==> src/rtl/ahb_lite_master_arbiter.sv <==
// Round-robin arbiter and AHB-Lite single-transfer master sequencer.
// One address slot (A) and one data slot (D) are pipelined; an ERROR cancels A and re-drives it.
module ahb_lite_master_arbiter #(
  parameter int NUM_REQ    = 4,
  parameter int ADDR_WIDTH = 32,
  parameter int DATA_WIDTH = 32
) (
  input  logic                          HCLK,
  input  logic                          HRESETn,
  input  logic [NUM_REQ-1:0]            req_valid,
  output logic [NUM_REQ-1:0]            req_ready,
  input  logic [NUM_REQ*ADDR_WIDTH-1:0] req_addr,
  input  logic [NUM_REQ-1:0]            req_write,
  input  logic [NUM_REQ*3-1:0]          req_size,
  input  logic [NUM_REQ*DATA_WIDTH-1:0] req_wdata,
  output logic [NUM_REQ-1:0]            rsp_valid,
  output logic                          rsp_err,
  output logic [DATA_WIDTH-1:0]         rsp_rdata,
  output logic [ADDR_WIDTH-1:0]         HADDR,
  output logic [1:0]                    HTRANS,
  output logic                          HWRITE,
  output logic [2:0]                    HSIZE,
  output logic [2:0]                    HBURST,
  output logic [3:0]                    HPROT,
  output logic [DATA_WIDTH-1:0]         HWDATA,
  input  logic [DATA_WIDTH-1:0]         HRDATA,
  input  logic                          HREADY,
  input  logic                          HRESP
);
  localparam int IDW = $clog2(NUM_REQ);
  typedef logic [IDW-1:0] id_t;
  typedef logic [IDW:0]   sum_t;
  typedef enum logic [1:0] {ST_IDLE = 2'b00, ST_BUSY = 2'b01, ST_ERR_CANCEL = 2'b10} state_t;

  state_t                state_q, state_d;
  id_t                   ptr_q, ptr_d;
  logic                  a_valid_q, a_valid_d;
  logic [ADDR_WIDTH-1:0] a_addr_q, a_addr_d;
  logic                  a_write_q, a_write_d;
  logic [2:0]            a_size_q, a_size_d;
  id_t                   a_owner_q, a_owner_d;
  logic [DATA_WIDTH-1:0] a_wdata_q, a_wdata_d;
  logic                  d_valid_q, d_valid_d;
  id_t                   d_owner_q, d_owner_d;
  logic [DATA_WIDTH-1:0] hwdata_q, hwdata_d;
  logic [NUM_REQ-1:0]    rsp_valid_q, rsp_valid_d;
  logic                  rsp_err_q, rsp_err_d;
  logic [DATA_WIDTH-1:0] rsp_rdata_q, rsp_rdata_d;

  logic grant_found_s;
  id_t  grant_idx_s;
  logic first_err_s, advance_s, d_done_s, accept_s;

  function automatic logic [NUM_REQ-1:0] onehot(input id_t id);
    logic [NUM_REQ-1:0] v;
    v = '0;
    for (int i = 0; i < NUM_REQ; i++) begin
      if (id_t'(i) == id) v[i] = 1'b1;
      else v[i] = 1'b0;
    end
    return v;
  endfunction

  // Round-robin search starting at the priority pointer
  always_comb begin
    sum_t s;
    id_t  cand;
    grant_found_s = 1'b0;
    grant_idx_s   = '0;
    s             = '0;
    cand          = '0;
    for (int k = 0; k < NUM_REQ; k++) begin
      s = sum_t'(ptr_q) + sum_t'(k);
      if (s >= sum_t'(NUM_REQ)) s = s - sum_t'(NUM_REQ);
      else s = s;
      cand = s[IDW-1:0];
      if (!grant_found_s && req_valid[cand]) begin
        grant_found_s = 1'b1;
        grant_idx_s   = cand;
      end else begin
        grant_found_s = grant_found_s;
      end
    end
  end

  // Acceptance is blocked in both ERROR cycles and while A is stalled
  always_comb begin
    first_err_s = d_valid_q && !HREADY && HRESP && (state_q != ST_ERR_CANCEL);
    advance_s   = HREADY && (state_q != ST_ERR_CANCEL);
    d_done_s    = HREADY && d_valid_q;
    accept_s    = grant_found_s && (state_q != ST_ERR_CANCEL) && !first_err_s &&
                  (!a_valid_q || (HREADY && !HRESP));
    if (accept_s) req_ready = onehot(grant_idx_s);
    else req_ready = '0;
  end

  // Slot movement, completion and FSM next state
  always_comb begin
    a_valid_d   = a_valid_q;
    a_addr_d    = a_addr_q;
    a_write_d   = a_write_q;
    a_size_d    = a_size_q;
    a_owner_d   = a_owner_q;
    a_wdata_d   = a_wdata_q;
    d_owner_d   = d_owner_q;
    hwdata_d    = hwdata_q;
    ptr_d       = ptr_q;
    rsp_rdata_d = rsp_rdata_q;
    state_d     = state_q;

    if (d_done_s) d_valid_d = 1'b0;
    else d_valid_d = d_valid_q;

    if (advance_s && a_valid_q) begin
      a_valid_d = 1'b0;
      d_valid_d = 1'b1;
      d_owner_d = a_owner_q;
      hwdata_d  = a_wdata_q;
    end else begin
      a_valid_d = a_valid_d;
    end

    if (accept_s) begin
      a_valid_d = 1'b1;
      a_addr_d  = req_addr[int'(grant_idx_s)*ADDR_WIDTH +: ADDR_WIDTH];
      a_write_d = req_write[grant_idx_s];
      a_size_d  = req_size[int'(grant_idx_s)*3 +: 3];
      a_wdata_d = req_wdata[int'(grant_idx_s)*DATA_WIDTH +: DATA_WIDTH];
      a_owner_d = grant_idx_s;
      if (grant_idx_s == id_t'(NUM_REQ-1)) ptr_d = '0;
      else ptr_d = grant_idx_s + id_t'(1);
    end else begin
      ptr_d = ptr_q;
    end

    if (d_done_s) begin
      rsp_valid_d = onehot(d_owner_q);
      rsp_err_d   = HRESP;
      rsp_rdata_d = HRDATA;
    end else begin
      rsp_valid_d = '0;
      rsp_err_d   = 1'b0;
    end

    case (state_q)
      ST_IDLE, ST_BUSY: begin
        if (first_err_s) state_d = ST_ERR_CANCEL;
        else if (a_valid_d || d_valid_d) state_d = ST_BUSY;
        else state_d = ST_IDLE;
      end
      ST_ERR_CANCEL: begin
        if (!HREADY) state_d = ST_ERR_CANCEL;
        else if (a_valid_d || d_valid_d) state_d = ST_BUSY;
        else state_d = ST_IDLE;
      end
      default: state_d = ST_IDLE;
    endcase
  end

  // State register; reset drops any in-flight transfer silently
  always_ff @(posedge HCLK or negedge HRESETn) begin
    if (!HRESETn) begin
      state_q     <= ST_IDLE;
      ptr_q       <= '0;
      a_valid_q   <= 1'b0;
      a_addr_q    <= '0;
      a_write_q   <= 1'b0;
      a_size_q    <= 3'b000;
      a_owner_q   <= '0;
      a_wdata_q   <= '0;
      d_valid_q   <= 1'b0;
      d_owner_q   <= '0;
      hwdata_q    <= '0;
      rsp_valid_q <= '0;
      rsp_err_q   <= 1'b0;
      rsp_rdata_q <= '0;
    end else begin
      state_q     <= state_d;
      ptr_q       <= ptr_d;
      a_valid_q   <= a_valid_d;
      a_addr_q    <= a_addr_d;
      a_write_q   <= a_write_d;
      a_size_q    <= a_size_d;
      a_owner_q   <= a_owner_d;
      a_wdata_q   <= a_wdata_d;
      d_valid_q   <= d_valid_d;
      d_owner_q   <= d_owner_d;
      hwdata_q    <= hwdata_d;
      rsp_valid_q <= rsp_valid_d;
      rsp_err_q   <= rsp_err_d;
      rsp_rdata_q <= rsp_rdata_d;
    end
  end

  // A cancelled transfer stays in A but shows IDLE during the second ERROR cycle
  assign HTRANS    = (a_valid_q && (state_q != ST_ERR_CANCEL)) ? 2'b10 : 2'b00;
  assign HADDR     = a_addr_q;
  assign HWRITE    = a_write_q;
  assign HSIZE     = a_size_q;
  assign HBURST    = 3'b000;
  assign HPROT     = 4'b0011;
  assign HWDATA    = hwdata_q;
  assign rsp_valid = rsp_valid_q;
  assign rsp_err   = rsp_err_q;
  assign rsp_rdata = rsp_rdata_q;

endmodule
==> config.mk <==
export PLATFORM = sky130hd
export DESIGN_NAME = ahb_lite_master_arbiter
export DESIGN_NICKNAME = d
export VERILOG_FILES = /design/src/rtl/ahb_lite_master_arbiter.sv
export SDC_FILE = /design/constraint.sdc
export NUM_CORES = 1
export LEC_CHECK = 0
export CAP_MARGIN = 20
export CORE_AREA = 2 2 166 168
export CTS_CLUSTER_DIAMETER = 200
export DETAILED_ROUTE_END_ITERATION = 7
export DIE_AREA = 0 0 168 170
export PLACE_DENSITY = 0.74
export SYNTH_ARGS = -nofsm -noshare
export SYNTH_HDL_FRONTEND = slang
export SYNTH_SLANG_ARGS = --single-unit
==> constraint.sdc <==
create_clock -name HCLK -period 4.4 [get_ports HCLK]
set_input_delay 0.88 -clock HCLK [delete_from_list [all_inputs] [get_ports HCLK]]
set_output_delay 0.88 -clock HCLK [all_outputs]
set_load 0.005 [all_outputs]
* Word-level counts from Yosys, hierarchy flattened *
Cells that the tools add are included.

cells by class
  shifts and indexed selects = 3
  $mul = 1
  reduce and logical (&&, ||, !) cells = 27
  equality and inequality tests = 10
  add/sub/neg operators = 8
  muxes and demuxes = 43
  magnitude comparators = 9

operators with widths
  operator             number
  $shiftx 128x8->32    2
  $mux 2               12
  $mux 1               23
  $lt 2x3->1 const B   5
  $logic_and 1x1->1    14
  $shiftx 12x5->3      1
  $bmux 1 s2           5
  $ge 3x3->1 const B   3
  $eq 2x2->1 const A   4
  $mux 4               2
  $sub 2x1->2 const B  4
  $logic_not 1->1      7
  $add 2x2->3 const B  2
  $logic_not 2->1      3
  $eq 1x2->1 const A   2
  $eq 2x2->1 const B   2
  $mul 2x2->4 const B  1
  $pmux 2 s2           1
  $add 2x1->3 const B  1
  $ge 2x3->1 const B   1
  $add 2x1->2 const B  1
  $eq 2x1->1 const B   1
  $logic_or 1x1->1     2
  $ne 2x2->1 const B   1
  $reduce_or 2->1      1

word-level totals
  output and inout port bits = 118
  bits in registers = 147
  logic and storage cells = 115

* Depth between registers and ports, before layout *
  depth after elaboration = 22
  gate-level depth with buffers = 9
  mapped depth without buffers = 6

* Worst setup path before layout *
No wires, ideal clock.

  path type = input to output
  start point = input req_valid[3]
  end point = output req_ready[3]
  data required time = 3.520 ns
  stages on the path = 7
  data arrival time = 2.076 ns
  setup slack = 1.444 ns
  buffers on the path = 2
  cell sequence = and3b_1 -> o21ai_2 -> and2_1 -> buf_4 -> buf_2 -> ha_1 -> and2_1

on the way
  elaborated cells on any way between the ends = 28
  classes of those cells = 1 x eq/ne; 18 x mux; 9 x reduce/logical

RTL lines
  what                          line  source
  from (decl)                   10    input logic [NUM_REQ-1:0] req_valid,
  $bmux 1 s2                    77    if (!grant_found_s && req_valid[cand]) begin
  $mux 1 (not written as such)  77
  $mux 1                        77
  $logic_not 1->1               77
  $logic_and 1x1->1             77
  $mux 1                        77
  $logic_not 1->1               77
  $logic_and 1x1->1             77
  $mux 1                        77
  $logic_not 1->1               77
  $logic_and 1x1->1             77
  $mux 2 *                      77
  via grant_idx_s[1]            51    id_t grant_idx_s;
  $eq 2x2->1 *                  58    if (id_t'(i) == id) v[i] = 1'b1;
  $mux 1 *                      58
  $mux 4 *                      93    if (accept_s) req_ready = onehot(grant_idx_s);
  to (decl)                     11    output logic [NUM_REQ-1:0] req_ready,

Mark *: on every way through the listed nets, which the timed path passes. The rest lies on a longest branch. The select of a mux whose other input is x is not followed.

* Worst setup path in the final report *
Same ends and word-level chain as after synthesis.

==> impl_results.md <==
* Hold violation total from the final report at 0
* Horiz. Die Dim at 168 microns
* Clock tree from TritonCTS: done
* Syn_area_per_cell at 12.2 sq um
* Sequential cell area at 3680 sq um
* Sum of internal, switching and leakage power at 7.09 mW
* CP startpoint kind: input port
* Final Non-Filler Cells at 1,409
* First-pass GRT wire length at 40,900 microns
* Routed Antenna Nets at 0
* Switching Share at 0.347
* Critical Path Fanout Max at 6
* Nets at 1,371
* Count of unique library cells instantiated by Yosys at 47
* Path category of the worst min-delay check: register to register
* FMAX at 249 MHz
* HPWL reported at the end of detailed placement at 19,800 microns
* Clock network power share at 0.197
* Clock latency on the worst-skew pair at 420 ps
* Cell leakage power at 5.28 nW
* Std-Cell Core Area at 26,700 sq um
* Final WL at 26,600 microns
* Post-synthesis sequential area ratio at 0.462
* Number of maximum-capacitance constraint violations at 0
* Total Neg Setup Slack at 0 ps
* Detailed router's first-iteration violation count at 368
* Site row count at 60
* Number of levels the H-tree was split into at 4
* Synth-to-Final Area Change at 62.4%
* CTS clock-pin slew for the worst setup and hold paths at 60 ps
* Count of yosys warnings during synthesis at 0
* TritonRoute pass-1 iters at 6
* Syn Inst Count at 653
* Proportion of netlist area held by the largest area contributor at 0.462
* Number of buffer cells added on primary ports at 421
* Cell Count Post-Placement at 1,377
* Largest net degree at the start of global routing at 94
* Clk Tree Root Cell: clkbuf_16
* Final-report max-slew violation count at 0
* List of most frequent post-synthesis cells: 147 x dfrtp_1, 92 x mux2i_1, 66 x mux2_2, 58 x nand2_1, 42 x a211oi_1
* Number of top-level pins at 430
* Maximum ir drop on the vdd rail at 0.504 mV
* Fraction of final layout cells with drive strength greater than 1 at 0.166
* GRT Resource Usage Total at 0.184
* DRC viols at 0
* Rel. slew slack at 0.291
* Sw Pwr at 2.46 mW
* Total setup buffers inserted after CTS at 0
* # resized after CTS at 0
* Utilization of the core after routing at 0.485
* Footprint of the multi-input gates at 3790 sq um
* Primary flip-flop cell chosen by synthesis mapping: dfrtp_1
* Initial cell density of the core at 0.299
* Number of flops mapped to enable cells by yosys at 0
* Total power per unit cell area at 548 nW/um^2
* Worst clock skew on the final layout at 14.1 ps
* Period utilization at 0.911
* Min cycle time layout at 4010 ps
* Grt total ovfl at 0
* Filler cells at 2,434
* Number of hold buffers added after cts at 0
* Sink Count at 147
* Number of CTS-inserted buffers at 17
* Signal arrival time at the worst endpoint at 3130 ps
* Kind of critical path: input port to output pin
* Synth area leader: dfrtp_1
* Setup repair after global routing missed its margin: false
* # diodes at 0
* Routed vias/inst at 4.92
* Slew at the pin closest to its max-slew limit at 1060 ps
* Count of state elements after synthesis at 147
* Seq pwr share at 0.328
* CTS Buffer Depth at 2
* Final Setup Violations at 0
* Die Outline Area at 28,600 sq um
* Vias in the first global route at 7,297
* Leading cell type by number of instances after synthesis: dfrtp_1
* Kind of end point of the critical path: output pin
* Data required, critical path at 3520 ps
* Vias at 6,938
* Final weighted congestion of routability-driven global placement at 0.820
* Cell Int Power at 4.63 mW
* Per-cell routed wire length at 18.9 microns
* Proportion of power drawn by combinational gates at 0.475
* Ranking of synthesized cells by area: dfrtp_1 46%, mux2i_1 12%, mux2_2 9.3%
* Number of antenna violations at the first check in global routing at 0
* Asr flop ratio synth at 1.00
* Result of the run: completed
* Die height at 170 microns
* Mapped Area at 7970 sq um
==> cell families (layout without fill, tap and decap cells) <==
group,count (synthesis),count (layout),share of synthesized area
compound gates,129,129,0.176
fa+ha+maj,4,4,0.00628
simple gates,129,129,0.0783
mux,158,158,0.209
buf+inv,84,493,0.0685
other cells,2,8,0.000942
flops,147,147,0.462
==> cell usage in the layout, fill, tap and decap left out, drive strengths merged, types with 2 or more instances in the layout <==
cell,netlist,routed
conb,2,8
nand3b,2,2
inv,23,30
nor2,23,23
buf,42,17
a21oi,5,5
nand2,59,59
mux2i,92,92
clkinv,1,7
o21a,2,2
nor3,3,3
a211oi,42,42
ha,4,4
and3,22,22
o221ai,46,46
o31ai,2,2
mux2,66,66
clkdlybuf4s50,0,420
o21ai,5,5
clkinvlp,0,2
dfrtp,147,147
and3b,2,2
nand2b,3,3
and2,6,6
nor3b,2,2
clkbuf,18,17
nand3,2,2
a2111oi,21,21
==> worst max-delay path, stage by stage <==
cell and delay [ps]:
clkdlybuf4s50_1 580, nor2b_1 70, o21a_1 250, or3_1 450, clkinv_4 120, ha_1 150
and2_1 130, clkdlybuf4s50_1 500
==> area by class of cell <==
| class | instances | area share |
|---|---|---|
| clock inverter | 15 | 0.0112 |
| clock buffer | 17 | 0.0329 |
| tap | 341 | 0.0330 |
| inverter | 24 | 0.00754 |
| timing repair buffer | 437 | 0.338 |
| multi-input combinational | 428 | 0.293 |
| sequential | 147 | 0.284 |
==> routing by layer <==
layer	up-vias	wire length [microns]	part of all wire	global-route usage
li1	3235	-	-	-
met1	3400	11000	0.41	0.226
met2	268	13400	0.50	0.319
met3	35	1700	0.064	0.0481
met4	0	533	0.020	0.0526
met5	-	0	0	0
==> final timing paths <==
path / start / to / slack, ps / depth (start not counted)
setup reg to reg: a_valid_q / HADDR[17] / 1740 / 7
max in group asynchronous: HRESETn / HWDATA[17] / 3050 / 2
hold / removal: a_owner_q[0] / a_owner_q[0] / 480 / 2
min in group asynchronous: HRESETn / HADDR[12] / 490 / 1
hold reg to reg: a_owner_q[0] / a_owner_q[0] / 480 / 2
setup / recovery: req_valid[3] / req_ready[3] / 390 / 8
==> power groups by stage <==
stage | logic [mW] | registers (mW) | clock network [mW]
after global placement | 3.36 | 2.32 | 0
after global routing | 3.65 | 2.41 | 1.51
after CTS | 3.42 | 2.33 | 1.45
after floorplan | 1.83 | 2.30 | 0
final | 3.37 | 2.32 | 1.40
after detailed placement | 3.41 | 2.34 | 0
==> flip-flops by register name, summed over array words and instances, names as in the netlist, 2 cells and up <==
register   count
a_wdata_q     32
HWDATA        32
HADDR         32
d_owner_q      2
rsp_rdata     32
state_q        2
rsp_valid      4
HSIZE          3
ptr_q          2
a_owner_q      2
==> stage by stage <==
step                      hold slack (ps)  setup WS (ps)  instance area, sq um
after floorplan                       442           1440                  7990
after global placement                455            439                 12400
after detailed placement              464            428                 12400
after CTS                             480            409                 12900
after global routing                  512            323                 12900
final                                 478            391                 12900
No activity file was read; power rests on OpenSTA's default activity.
